File: src/rtl/cpu_pkg.sv
// Shared CPU definitions: ALU opcodes, datapath defaults and the forwarding-source enum.
package cpu_pkg;

  localparam int unsigned ALU_OP_W   = 4;
  localparam int unsigned REG_ZERO   = 0;
  localparam int unsigned DEF_DATA_W = 32;
  localparam int unsigned DEF_REG_AW = 5;
  localparam int unsigned DEF_IMM_W  = 16;

  localparam logic [ALU_OP_W-1:0] ALU_ADD = 4'd0;
  localparam logic [ALU_OP_W-1:0] ALU_SUB = 4'd1;
  localparam logic [ALU_OP_W-1:0] ALU_AND = 4'd2;
  localparam logic [ALU_OP_W-1:0] ALU_OR  = 4'd3;
  localparam logic [ALU_OP_W-1:0] ALU_XOR = 4'd4;
  localparam logic [ALU_OP_W-1:0] ALU_SLL = 4'd5;
  localparam logic [ALU_OP_W-1:0] ALU_SRL = 4'd6;
  localparam logic [ALU_OP_W-1:0] ALU_SRA = 4'd7;
  localparam logic [ALU_OP_W-1:0] ALU_SLT = 4'd8;

  typedef enum logic [1:0] {
    FWD_RF,
    FWD_EXM,
    FWD_WB
  } fwd_sel_e;

endpackage

File: src/rtl/id_ex_stage_if.sv
// Decode-to-ID/EX bundle: valid/ready handshake plus the decoded instruction fields.
interface id_ex_stage_if #(
  parameter int unsigned DATA_W = cpu_pkg::DEF_DATA_W,
  parameter int unsigned REG_AW = cpu_pkg::DEF_REG_AW,
  parameter int unsigned IMM_W  = cpu_pkg::DEF_IMM_W
) ();

  logic                          id_valid;
  logic                          id_ready;
  logic [cpu_pkg::ALU_OP_W-1:0]  id_alu_op;
  logic [DATA_W-1:0]             id_rs_val;
  logic [DATA_W-1:0]             id_rt_val;
  logic [REG_AW-1:0]             id_rs_addr;
  logic [REG_AW-1:0]             id_rt_addr;
  logic [REG_AW-1:0]             id_rd_addr;
  logic                          id_reg_write;
  logic [IMM_W-1:0]              id_imm;
  logic                          id_imm_sext;
  logic                          id_alu_src;
  logic [4:0]                    id_shamt;

  modport master (
    output id_valid, id_alu_op, id_rs_val, id_rt_val, id_rs_addr, id_rt_addr,
           id_rd_addr, id_reg_write, id_imm, id_imm_sext, id_alu_src, id_shamt,
    input  id_ready
  );

  modport slave (
    input  id_valid, id_alu_op, id_rs_val, id_rt_val, id_rs_addr, id_rt_addr,
           id_rd_addr, id_reg_write, id_imm, id_imm_sext, id_alu_src, id_shamt,
    output id_ready
  );

endinterface

File: src/rtl/id_ex_stage_fwd_mux.sv
// Forwarding mux: picks EX/MEM, then MEM/WB, then the base value; register 0 never forwards.
module fwd_mux
  import cpu_pkg::*;
#(
  parameter int unsigned DATA_W = DEF_DATA_W,
  parameter int unsigned REG_AW = DEF_REG_AW
) (
  input  logic [REG_AW-1:0] addr,
  input  logic [DATA_W-1:0] rf_val,
  input  logic              exm_reg_write,
  input  logic [REG_AW-1:0] exm_rd,
  input  logic [DATA_W-1:0] exm_value,
  input  logic              wb_reg_write,
  input  logic [REG_AW-1:0] wb_rd,
  input  logic [DATA_W-1:0] wb_value,
  output logic [DATA_W-1:0] val
);

  fwd_sel_e sel;
  logic     addr_live;

  always_comb begin
    addr_live = (addr != REG_AW'(REG_ZERO));
    sel       = FWD_RF;
    if (addr_live && exm_reg_write && (exm_rd == addr)) begin
      sel = FWD_EXM;
    end else if (addr_live && wb_reg_write && (wb_rd == addr)) begin
      sel = FWD_WB;
    end
  end

  always_comb begin
    case (sel)
      FWD_EXM: val = exm_value;
      FWD_WB:  val = wb_value;
      default: val = rf_val;
    endcase
  end

endmodule

File: src/rtl/id_ex_stage.sv
// ID/EX pipeline register feeding the ALU, with valid/ready handshake, flush and stall.
// Define FWD_EN to enable EX/MEM and MEM/WB forwarding plus operand snooping while stalled.
module id_ex_stage
  import cpu_pkg::*;
#(
  parameter int unsigned DATA_W = DEF_DATA_W,
  parameter int unsigned REG_AW = DEF_REG_AW,
  parameter int unsigned IMM_W  = DEF_IMM_W
) (
  input  logic                clk,
  input  logic                rst_n,
  id_ex_stage_if.slave        id,
  input  logic                exm_reg_write,
  input  logic [REG_AW-1:0]   exm_rd,
  input  logic [DATA_W-1:0]   exm_value,
  input  logic                wb_reg_write,
  input  logic [REG_AW-1:0]   wb_rd,
  input  logic [DATA_W-1:0]   wb_value,
  input  logic                flush,
  input  logic                ex_ready,
  output logic                ex_valid,
  output logic [ALU_OP_W-1:0] alu_op,
  output logic [DATA_W-1:0]   crs,
  output logic [DATA_W-1:0]   alu_in,
  output logic [4:0]          shamt,
  output logic [DATA_W-1:0]   ex_rt_val,
  output logic [REG_AW-1:0]   ex_rd,
  output logic                ex_reg_write
);

  logic                ex_valid_q, ex_valid_d;
  logic [ALU_OP_W-1:0] alu_op_q, alu_op_d;
  logic [DATA_W-1:0]   crs_q, crs_d;
  logic [DATA_W-1:0]   alu_in_q, alu_in_d;
  logic [4:0]          shamt_q, shamt_d;
  logic [DATA_W-1:0]   ex_rt_val_q, ex_rt_val_d;
  logic [REG_AW-1:0]   ex_rd_q, ex_rd_d;
  logic                ex_reg_write_q, ex_reg_write_d;
  logic [REG_AW-1:0]   rs_addr_q, rs_addr_d;
  logic [REG_AW-1:0]   rt_addr_q, rt_addr_d;
  logic                alu_src_q, alu_src_d;

  logic              accept;
  logic              stall;
  logic [DATA_W-1:0] imm_ext;
  logic [DATA_W-1:0] rs_fwd;
  logic [DATA_W-1:0] rt_fwd;

  assign id.id_ready = !ex_valid_q || ex_ready;
  assign accept      = id.id_valid && id.id_ready && !flush;
  assign stall       = ex_valid_q && !ex_ready;
  assign imm_ext     = id.id_imm_sext ? {{(DATA_W-IMM_W){id.id_imm[IMM_W-1]}}, id.id_imm}
                                      : {{(DATA_W-IMM_W){1'b0}}, id.id_imm};

`ifdef FWD_EN
  // While stalled the muxes re-forward the held operands using the stored addresses.
  logic [REG_AW-1:0] rs_sel_addr, rt_sel_addr;
  logic [DATA_W-1:0] rs_base, rt_base;

  assign rs_sel_addr = stall ? rs_addr_q   : id.id_rs_addr;
  assign rt_sel_addr = stall ? rt_addr_q   : id.id_rt_addr;
  assign rs_base     = stall ? crs_q       : id.id_rs_val;
  assign rt_base     = stall ? ex_rt_val_q : id.id_rt_val;

  fwd_mux #(.DATA_W(DATA_W), .REG_AW(REG_AW)) u_fwd_rs (
    .addr          (rs_sel_addr),
    .rf_val        (rs_base),
    .exm_reg_write (exm_reg_write),
    .exm_rd        (exm_rd),
    .exm_value     (exm_value),
    .wb_reg_write  (wb_reg_write),
    .wb_rd         (wb_rd),
    .wb_value      (wb_value),
    .val           (rs_fwd)
  );

  fwd_mux #(.DATA_W(DATA_W), .REG_AW(REG_AW)) u_fwd_rt (
    .addr          (rt_sel_addr),
    .rf_val        (rt_base),
    .exm_reg_write (exm_reg_write),
    .exm_rd        (exm_rd),
    .exm_value     (exm_value),
    .wb_reg_write  (wb_reg_write),
    .wb_rd         (wb_rd),
    .wb_value      (wb_value),
    .val           (rt_fwd)
  );
`else
  logic unused_fwd;

  assign rs_fwd     = id.id_rs_val;
  assign rt_fwd     = id.id_rt_val;
  assign unused_fwd = ^{exm_reg_write, exm_rd, exm_value, wb_reg_write, wb_rd, wb_value,
                        rs_addr_q, rt_addr_q, alu_src_q};
`endif

  always_comb begin
    ex_valid_d     = ex_valid_q;
    alu_op_d       = alu_op_q;
    crs_d          = crs_q;
    alu_in_d       = alu_in_q;
    shamt_d        = shamt_q;
    ex_rt_val_d    = ex_rt_val_q;
    ex_rd_d        = ex_rd_q;
    ex_reg_write_d = ex_reg_write_q;
    rs_addr_d      = rs_addr_q;
    rt_addr_d      = rt_addr_q;
    alu_src_d      = alu_src_q;

    if (flush) begin
      ex_valid_d     = 1'b0;
      ex_reg_write_d = 1'b0;
    end else if (accept) begin
      ex_valid_d     = 1'b1;
      alu_op_d       = id.id_alu_op;
      crs_d          = rs_fwd;
      ex_rt_val_d    = rt_fwd;
      alu_in_d       = id.id_alu_src ? imm_ext : rt_fwd;
      shamt_d        = id.id_shamt;
      ex_rd_d        = id.id_rd_addr;
      ex_reg_write_d = id.id_reg_write;
      rs_addr_d      = id.id_rs_addr;
      rt_addr_d      = id.id_rt_addr;
      alu_src_d      = id.id_alu_src;
    end else if (stall) begin
`ifdef FWD_EN
      crs_d       = rs_fwd;
      ex_rt_val_d = rt_fwd;
      if (!alu_src_q) begin
        alu_in_d = rt_fwd;
      end
`endif
    end else if (ex_valid_q && ex_ready) begin
      ex_valid_d = 1'b0;
    end
  end

  always_ff @(posedge clk or negedge rst_n) begin
    if (!rst_n) begin
      ex_valid_q     <= 1'b0;
      alu_op_q       <= '0;
      crs_q          <= '0;
      alu_in_q       <= '0;
      shamt_q        <= '0;
      ex_rt_val_q    <= '0;
      ex_rd_q        <= '0;
      ex_reg_write_q <= 1'b0;
      rs_addr_q      <= '0;
      rt_addr_q      <= '0;
      alu_src_q      <= 1'b0;
    end else begin
      ex_valid_q     <= ex_valid_d;
      alu_op_q       <= alu_op_d;
      crs_q          <= crs_d;
      alu_in_q       <= alu_in_d;
      shamt_q        <= shamt_d;
      ex_rt_val_q    <= ex_rt_val_d;
      ex_rd_q        <= ex_rd_d;
      ex_reg_write_q <= ex_reg_write_d;
      rs_addr_q      <= rs_addr_d;
      rt_addr_q      <= rt_addr_d;
      alu_src_q      <= alu_src_d;
    end
  end

  assign ex_valid     = ex_valid_q;
  assign alu_op       = alu_op_q;
  assign crs          = crs_q;
  assign alu_in       = alu_in_q;
  assign shamt        = shamt_q;
  assign ex_rt_val    = ex_rt_val_q;
  assign ex_rd        = ex_rd_q;
  assign ex_reg_write = ex_reg_write_q;

endmodule

File: src/flat_wrapper.sv
// flat-port wrapper written by rule: the top's interface ports become plain ports
module id_ex_stage_flat import cpu_pkg::*;
#(
  parameter int unsigned DATA_W = DEF_DATA_W,
  parameter int unsigned REG_AW = DEF_REG_AW,
  parameter int unsigned IMM_W  = DEF_IMM_W
)
  (clk, rst_n, exm_reg_write, exm_rd, exm_value, wb_reg_write, wb_rd, wb_value, flush, ex_ready, ex_valid, alu_op, crs, alu_in, shamt, ex_rt_val, ex_rd, ex_reg_write, id_id_valid, id_id_alu_op, id_id_rs_val, id_id_rt_val, id_id_rs_addr, id_id_rt_addr, id_id_rd_addr, id_id_reg_write, id_id_imm, id_id_imm_sext, id_id_alu_src, id_id_shamt, id_id_ready);
  id_ex_stage_if #(.DATA_W(DATA_W), .REG_AW(REG_AW), .IMM_W(IMM_W)) id_i ();
  input  logic clk;
  input  logic rst_n;
  input  logic exm_reg_write;
  input  logic [REG_AW-1:0] exm_rd;
  input  logic [DATA_W-1:0] exm_value;
  input  logic wb_reg_write;
  input  logic [REG_AW-1:0] wb_rd;
  input  logic [DATA_W-1:0] wb_value;
  input  logic flush;
  input  logic ex_ready;
  output logic ex_valid;
  output logic [ALU_OP_W-1:0] alu_op;
  output logic [DATA_W-1:0] crs;
  output logic [DATA_W-1:0] alu_in;
  output logic [4:0] shamt;
  output logic [DATA_W-1:0] ex_rt_val;
  output logic [REG_AW-1:0] ex_rd;
  output logic ex_reg_write;
  input wire logic [$bits(id_i.id_valid)-1:0] id_id_valid;
  input wire logic [$bits(id_i.id_alu_op)-1:0] id_id_alu_op;
  input wire logic [$bits(id_i.id_rs_val)-1:0] id_id_rs_val;
  input wire logic [$bits(id_i.id_rt_val)-1:0] id_id_rt_val;
  input wire logic [$bits(id_i.id_rs_addr)-1:0] id_id_rs_addr;
  input wire logic [$bits(id_i.id_rt_addr)-1:0] id_id_rt_addr;
  input wire logic [$bits(id_i.id_rd_addr)-1:0] id_id_rd_addr;
  input wire logic [$bits(id_i.id_reg_write)-1:0] id_id_reg_write;
  input wire logic [$bits(id_i.id_imm)-1:0] id_id_imm;
  input wire logic [$bits(id_i.id_imm_sext)-1:0] id_id_imm_sext;
  input wire logic [$bits(id_i.id_alu_src)-1:0] id_id_alu_src;
  input wire logic [$bits(id_i.id_shamt)-1:0] id_id_shamt;
  output wire logic [$bits(id_i.id_ready)-1:0] id_id_ready;
  assign id_i.id_valid = id_id_valid;
  assign id_i.id_alu_op = id_id_alu_op;
  assign id_i.id_rs_val = id_id_rs_val;
  assign id_i.id_rt_val = id_id_rt_val;
  assign id_i.id_rs_addr = id_id_rs_addr;
  assign id_i.id_rt_addr = id_id_rt_addr;
  assign id_i.id_rd_addr = id_id_rd_addr;
  assign id_i.id_reg_write = id_id_reg_write;
  assign id_i.id_imm = id_id_imm;
  assign id_i.id_imm_sext = id_id_imm_sext;
  assign id_i.id_alu_src = id_id_alu_src;
  assign id_i.id_shamt = id_id_shamt;
  assign id_id_ready = id_i.id_ready;
  id_ex_stage #(.DATA_W(DATA_W), .REG_AW(REG_AW), .IMM_W(IMM_W)) u_core (.clk(clk), .rst_n(rst_n), .id(id_i), .exm_reg_write(exm_reg_write), .exm_rd(exm_rd), .exm_value(exm_value), .wb_reg_write(wb_reg_write), .wb_rd(wb_rd), .wb_value(wb_value), .flush(flush), .ex_ready(ex_ready), .ex_valid(ex_valid), .alu_op(alu_op), .crs(crs), .alu_in(alu_in), .shamt(shamt), .ex_rt_val(ex_rt_val), .ex_rd(ex_rd), .ex_reg_write(ex_reg_write));
endmodule
File: config.mk
export PLATFORM = sky130hd
export DESIGN_NAME = id_ex_stage_flat
export DESIGN_NICKNAME = d
export VERILOG_FILES = /design/src/rtl/cpu_pkg.sv /design/src/rtl/id_ex_stage_if.sv /design/src/rtl/id_ex_stage_fwd_mux.sv /design/src/rtl/id_ex_stage.sv /design/src/flat_wrapper.sv
export SDC_FILE = /design/constraint.sdc
export NUM_CORES = 1
export LEC_CHECK = 0
export CAP_MARGIN = 5
export CORE_MARGIN = 4
export CORE_UTILIZATION = 38
export DETAILED_ROUTE_END_ITERATION = 7
export HOLD_SLACK_MARGIN = 0.12
export PLACE_DENSITY_LB_ADDON = 0.08
export SLEW_MARGIN = 20
export SYNTH_ARGS = -nofsm -noshare
export SYNTH_HDL_FRONTEND = slang
export SYNTH_SLANG_ARGS = --single-unit
File: constraint.sdc
create_clock -name clk -period 1.9 [get_ports clk]
set_input_delay 0.38 -clock clk [delete_from_list [all_inputs] [get_ports clk]]
set_output_delay 0.38 -clock clk [all_outputs]
set_load 0.05 [all_outputs]
==> run_results.csv, run 1 <==
group,metric,value,unit
critical_path,required,1.52,ns
timing,final_max_slew_viol_count,0,
die,die-area,15200,um2
critical_path,arrival,1.35,ns
placed_design,hpwl,8990,um
placed_design,preCtsSetupSlack,-0.111,ns
drt,drt_first_pass_iters,4,
cts,cts.htree.levels,3,
logic_synthesis,yosysUniqueCellTypes,17,
run,maxCapViolCount,0,
placed_design,dp.cells,682,
global_route,grt_util_all_layers,0.160,
outcome,status,"finished clean",
logic_synthesis,synth_flop_cell,"dfrtp_1",
power,p_leak,3.66,nW
critical_path,r2r_start,"u_core.ex_valid",
cts,clockBufferDepth,2,
logic_synthesis,synth_area_leader_cell,"dfrtp_1",
logic_synthesis,yosysTopAreaCellShare,0.553,
timing,fin_crit_sh,0.910,
hold_path,holdCritPathClass,"reg2reg",
timing,setup_slack,0.170,ns
critical_path,r2r_cells,5,
drt,post_drt_via_cell_ratio,4.57,
final_layout,n_antenna_cell,0,
timing,finalCriticalPeriod,1.73,ns
global_route,grt_pass1_wl,18600,um
drt,vias,3196,
cts,clock-root-buffer,"clkbuf_16",
power,vdd_drop_max,0.519,mV
die,rows,41,
cts,cts-buffers-inserted,9,
global_route,grt_antenna_before_repair,0,
timing,fin_skew,0.00485,ns
die,initial_utilization,0.395,
global_route,overflow,0,
logic_synthesis,synthTopCellsByArea,"dfrtp_1 (55%), mux2_4 (30%), mux2_2 (5.8%)",
placed_design,gp_congestion,0.777,
critical_path,crit_path_end,"id_id_ready",
logic_synthesis,syn_nets,484,
logic_synthesis,syn_avg_cell_area,17.1,um2
logic_synthesis,synth_edf_count,0,
logic_synthesis,synth_common_cells,"dfrtp_1 (112), mux2_4 (100), mux2_2 (26), inv_1 (17), o21ai_0 (16)",
drt,ant_nets,0,
final_layout,drive_above_1_share,0.383,
global_route,grt_pass1_vias,3452,
critical_path,worst-path-max-fanout,3,
global_route,grt_max_degree,34,
timing,hold_ws,0.506,ns
timing,rsz0062_at_grt,"false",
final_layout,final_cells,699,
die,io_pins,301,
logic_synthesis,yosysMostFrequentCell,"dfrtp_1",
timing,fmax,578,MHz
drt,routed_wl,12100,um
die,core,12800,um2
critical_path,crit_path_end_kind,"output pin",
cts,clk_latency,0.35,ns
timing,hold_viol,0,
drt,drt_iter0_drc,141,
cts,cts_sinks,112,
timing,worstMarginPinSlew,0.533,ns
final_layout,post-route-util,0.591,
critical_path,startpoint,"ex_ready",
cts,clk_pin_slew,0.07,ns
logic_synthesis,async_flop_share,1.00,
cts,cts_tree,"built",
timing,fin_tns_setup,0,ns
power,power.density,1090,nW/um2
final_layout,areaGrowthSynthToFinish,49.6,%
die,fp.dieW,123,um
logic_synthesis,ys_seq_area_frac,0.553,
timing,relSlewSlack,0.646,
timing,setup_viol,0,
critical_path,cp-start-kind,"input port",
placed_design,numPortBuffers,214,
final_layout,nets,710,
drt,wl_per_cell,17.3,um
logic_synthesis,ys.warnings.count,0,
logic_synthesis,synth_cells,296,
critical_path,r2r_setup_slack,0.38,ns
critical_path,crit_type,"in2out",
critical_path,timing.rr.end,"u_core.ex_rt_val[17]",
drt,drcViolationCount,0,
die,die_h,123,um
cts,post_cts_buffers,0,
logic_synthesis,netlist_area,5070,um2
logic_synthesis,ys_seq_elements,112,
-- power by group --
part	switching (mW)	internal, mW	leakage [nW]	total (mW)
registers	0.238	2.80	1.33	3.04
logic	2.01	1.27	2.18	3.29
clock network	0.858	1.09	0.148	1.95
total	3.11	5.16	3.66	8.27
-- routing by layer --
metal,share of wire,wire length (um),track usage,up-vias
met5,0,0,0,-
met4,0.019,233,0.0664,0
met3,0.084,1010,0.0572,15
met2,0.48,5800,0.248,125
met1,0.42,5050,0.204,1580
li1,-,-,-,1476
-- cell type report --
class / count / area [um2]
clock buffers: 11 / 253
clock inverters: 5 / 55.1
fillers: 1094 / 5240
inverters: 18 / 67.6
multi-input cells: 149 / 1930
flip-flops and latches: 112 / 2800
well taps: 172 / 215
repair buffers: 232 / 2250
-- cells by family after synthesis --
| logic type | Yosys count | synth area share |
|---|---|---|
| muxes | 126 | 0.354 |
| DFF | 112 | 0.553 |
| buffers and inverters | 35 | 0.0652 |
| AOI/OAI and AO/OA | 19 | 0.0188 |
| and+or+nand+nor | 4 | 0.00889 |
-- registers in the layout (all words and copies together), names as in the netlist --
name	cells
u_core.crs	32
u_core.ex_rt_val	32
u_core.ex_reg_write	1
u_core.shamt	5
u_core.ex_rd	5
u_core.alu_in	32
u_core.alu_op	4
u_core.ex_valid	1
-- cell usage in the layout, fill, tap and decap left out, drive strengths merged --
| cell type | netlist | final |
|---|---|---|
| inv | 18 | 18 |
| bufinv | 0 | 1 |
| clkdlybuf4s50 | 0 | 100 |
| clkinv | 0 | 2 |
| mux2 | 126 | 126 |
| o21ai | 17 | 17 |
| nor3 | 1 | 1 |
| dlygate4sd3 | 0 | 1 |
| dlygate4sd2 | 0 | 64 |
| clkinvlp | 0 | 2 |
| clkbuf | 2 | 11 |
| dlymetal6s2s | 0 | 11 |
| buf | 15 | 56 |
| a21oi | 2 | 2 |
| nand3 | 2 | 2 |
| dfrtp | 112 | 112 |
| nor2b | 1 | 1 |
-- per-stage QoR --
step | power [mW] | area [um2]
finish | 8.27 | 7580
global placement | 6.55 | 7320
CTS | 8.38 | 7550
floorplan | 5.33 | 5070
global route | 8.62 | 7580
detailed placement | 6.57 | 7320
-- worst min path at each step --
stage / startpoint / to / slack (ns) / depth (start not counted)
CTS: u_core.crs[24] / u_core.crs[24] / 0.51 / 1
global placement: rst_n / u_core.alu_op[2] / 0.37 / 1
global route: u_core.ex_rt_val[27] / u_core.ex_rt_val[27] / 0.52 / 1
floorplan: rst_n / u_core.alu_in[0] / 0.08 / 0
finish: u_core.alu_op[3] / u_core.alu_op[3] / 0.51 / 1
detailed placement: rst_n / u_core.alu_op[0] / 0.37 / 1
-- critical path, stage by stage --
cell and delay (ns):
clkdlybuf4s50_1 0.50, nor2b_4 0.06, buf_4 0.13, inv_1 0.13, buf_12 0.15
-- what timing repair did --
| action | 4_1_cts | 5_1_grt |
|---|---|---|
| hold buffers | 1 | 0 |
| setup endpoints to repair | 64 | 11 |
| endpoints found under the hold margin | 30 | 0 |
| resized for setup | 64 | 11 |
Note: power is estimated with default switching activity, not from simulation.
==> run 2: changes to the inputs <==
--- a/config.mk
+++ b/config.mk
@@ -15,3 +15,4 @@
 export SYNTH_ARGS = -nofsm -noshare
 export SYNTH_HDL_FRONTEND = slang
 export SYNTH_SLANG_ARGS = --single-unit
+export TNS_END_PERCENT = 50
==> results of run 2 <==
Final layout, timing and power as in run 1 (identical DEF).
==> run 3: changes to the inputs <==
--- a/config.mk
+++ b/config.mk
@@ -7,12 +7,12 @@
 export LEC_CHECK = 0
 export CAP_MARGIN = 5
 export CORE_MARGIN = 4
-export CORE_UTILIZATION = 38
+export CORE_UTILIZATION = 41
 export DETAILED_ROUTE_END_ITERATION = 7
 export HOLD_SLACK_MARGIN = 0.12
-export PLACE_DENSITY_LB_ADDON = 0.08
+export PLACE_DENSITY = 0.83
 export SLEW_MARGIN = 20
 export SYNTH_ARGS = -nofsm -noshare
 export SYNTH_HDL_FRONTEND = slang
 export SYNTH_SLANG_ARGS = --single-unit
-export TNS_END_PERCENT = 50
+export TNS_END_PERCENT = 1
==> constraint.sdc (replaced) <==
create_clock -name clk -period 2.2 [get_ports clk]
set_input_delay 0.44 -clock clk [delete_from_list [all_inputs] [get_ports clk]]
set_output_delay 0.44 -clock clk [all_outputs]
set_load 0.05 [all_outputs]
==> run_results.csv, run 3 (same netlist as run 1, synthesis figures left out) <==
group,metric,value,unit
outcome,status,"finished clean",
final_layout,areaGrowthSynthToFinish,49.3,%
timing,fin_tns_setup,0,ns
die,initial_utilization,0.420,
cts,clockBufferDepth,2,
run,maxCapViolCount,0,
critical_path,worstPathBufferInverterCount,1,
die,rows,40,
global_route,grt_max_degree,67,
critical_path,arrival,1.54,ns
die,die-area,14200,um2
global_route,grt_pass1_wl,19100,um
timing,fin_skew,0.00485,ns
critical_path,crit_path_end_kind,"output pin",
final_layout,mostFrequentLayoutCell,"clkdlybuf4s50_1",
critical_path,cp-start-kind,"flip-flop",
die,core,12100,um2
drt,drt_first_pass_iters,4,
power,pwr-share-seq,0.369,
drt,wl_per_cell,17.6,um
critical_path,crit_path_cell_trace,"clkdlybuf4s50_1",
timing,hold_viol,0,
global_route,grt_pass1_vias,3583,
hold_path,whs_endpoint,"u_core.ex_rt_val[21]",
critical_path,timing.rr.end,"u_core.crs[28]",
cts,clk_latency,0.34,ns
cts,clock-root-buffer,"clkbuf_16",
timing,fin_crit_sh,0.898,
global_route,grt_antenna_before_repair,0,
cts,cts.hold.buffers_added,1,
final_layout,layout_common_cells,"clkdlybuf4s50_1 (212), dfrtp_1 (112), mux2_4 (100)",
drt,ant_nets,0,
die,fp.dieW,119,um
final_layout,post-route-util,0.627,
timing,rsz0062_at_grt,"false",
final_layout,nets,703,
global_route,overflow,0,
final_layout,n_antenna_cell,0,
power,p_sw,2.64,mW
drt,drt_iter0_drc,157,
hold_path,whs_path_depth,1,
cts,cts_resized,0,
final_layout,multi_input_area,1930,um2
hold_path,holdCritPathClass,"reg2reg",
timing,relSlewSlack,0.611,
critical_path,crit_type,"reg2out",
final_layout,regArea,2800,um2
timing,final_max_slew_viol_count,0,
critical_path,required,1.76,ns
critical_path,r2r_setup_slack,0.59,ns
cts,cts-buffers-inserted,9,
critical_path,r2r_cells,5,
power,power.density,941,nW/um2
final_layout,drive_above_1_share,0.295,
drt,drcViolationCount,0,
critical_path,max_stage_delay,0.83,ns
die,io_pins,301,
power,p_int,4.48,mW
timing,fmax,506,MHz
power,vdd_drop_max,0.437,mV
placed_design,hpwl,8920,um
timing,finalCriticalPeriod,1.98,ns
drt,post_drt_via_cell_ratio,4.69,
drt,routed_wl,12100,um
global_route,grt_util_all_layers,0.170,
drt,vias,3218,
placed_design,numPortBuffers,214,
cts,cts.htree.levels,3,
hold_path,min-delay-start,"u_core.ex_rt_val[21]",
critical_path,crit_slowest_cell,"clkdlybuf4s50_1",
power,p_clk_frac,0.206,
power,switching_share,0.370,
cts,clk_pin_slew,0.07,ns
die,die_h,119,um
power,p_leak,3.34,nW
critical_path,r2r_start,"u_core.ex_valid",
timing,worstMarginPinSlew,0.584,ns
critical_path,worst-path-max-fanout,2,
critical_path,crit_family,"buffers and inverters",
critical_path,startpoint,"u_core.crs[24]",
final_layout,nFillCells,894,
timing,setup_viol,0,
cts,cts_sinks,112,
placed_design,gp_congestion,0.740,
power,pwr-share-comb,0.425,
cts,cts_tree,"built",
cts,post_cts_buffers,0,
run 3: stage by stage:
stage	hold WS, ns	cell area, um2	cells	power [mW]	worst slack (ns)
floorplan	0.144	5070	296	4.61	0.523
global placement	0.480	7300	671	5.65	0.0908
detailed placement	0.488	7300	671	5.70	0.0352
CTS	0.509	7570	686	7.21	0.194
global route	0.517	7570	686	7.39	0.174
finish	0.505	7570	686	7.12	0.224
run 3: final cells by class:
class / count / area share
clock buffers: 13 / 0.0331
clock inverters: 1 / 0.000661
inverters: 18 / 0.00893
multi-input cells: 149 / 0.256
flip-flops and latches: 112 / 0.370
well taps: 168 / 0.0278
repair buffers: 225 / 0.304
run 3: metal layers:
| layer | wire (um) | up-vias | global-route usage |
|---|---|---|---|
| met5 | 0 | - | 0 |
| met4 | 222 | 0 | 0.0637 |
| met3 | 944 | 16 | 0.0541 |
| met2 | 6130 | 121 | 0.288 |
| met1 | 4770 | 1624 | 0.202 |
| li1 | - | 1457 | - |
run 3: power by group through the flow:
stage          Sequential [mW]  Clock (mW)  Combinational, mW
2_1_floorplan             3.92           0              0.690
3_5_place_dp              2.66           0               3.05
5_1_grt                   2.67        1.58               3.13
6_report                  2.63        1.47               3.03
4_1_cts                   2.63        1.52               3.06
3_3_place_gp              2.64           0               3.01
run 3: worst max path at each step:
stage                       end  slack [ns]  depth (start not counted)
5_1_grt           ex_rt_val[15]        0.17                          1
3_5_place_dp      u_core.crs[0]        0.04                          6
2_1_floorplan  u_core.alu_in[0]        0.52                          5
6_report                crs[24]        0.22                          1
3_3_place_gp      u_core.crs[0]        0.09                          6
4_1_cts           ex_rt_val[15]        0.19                          1
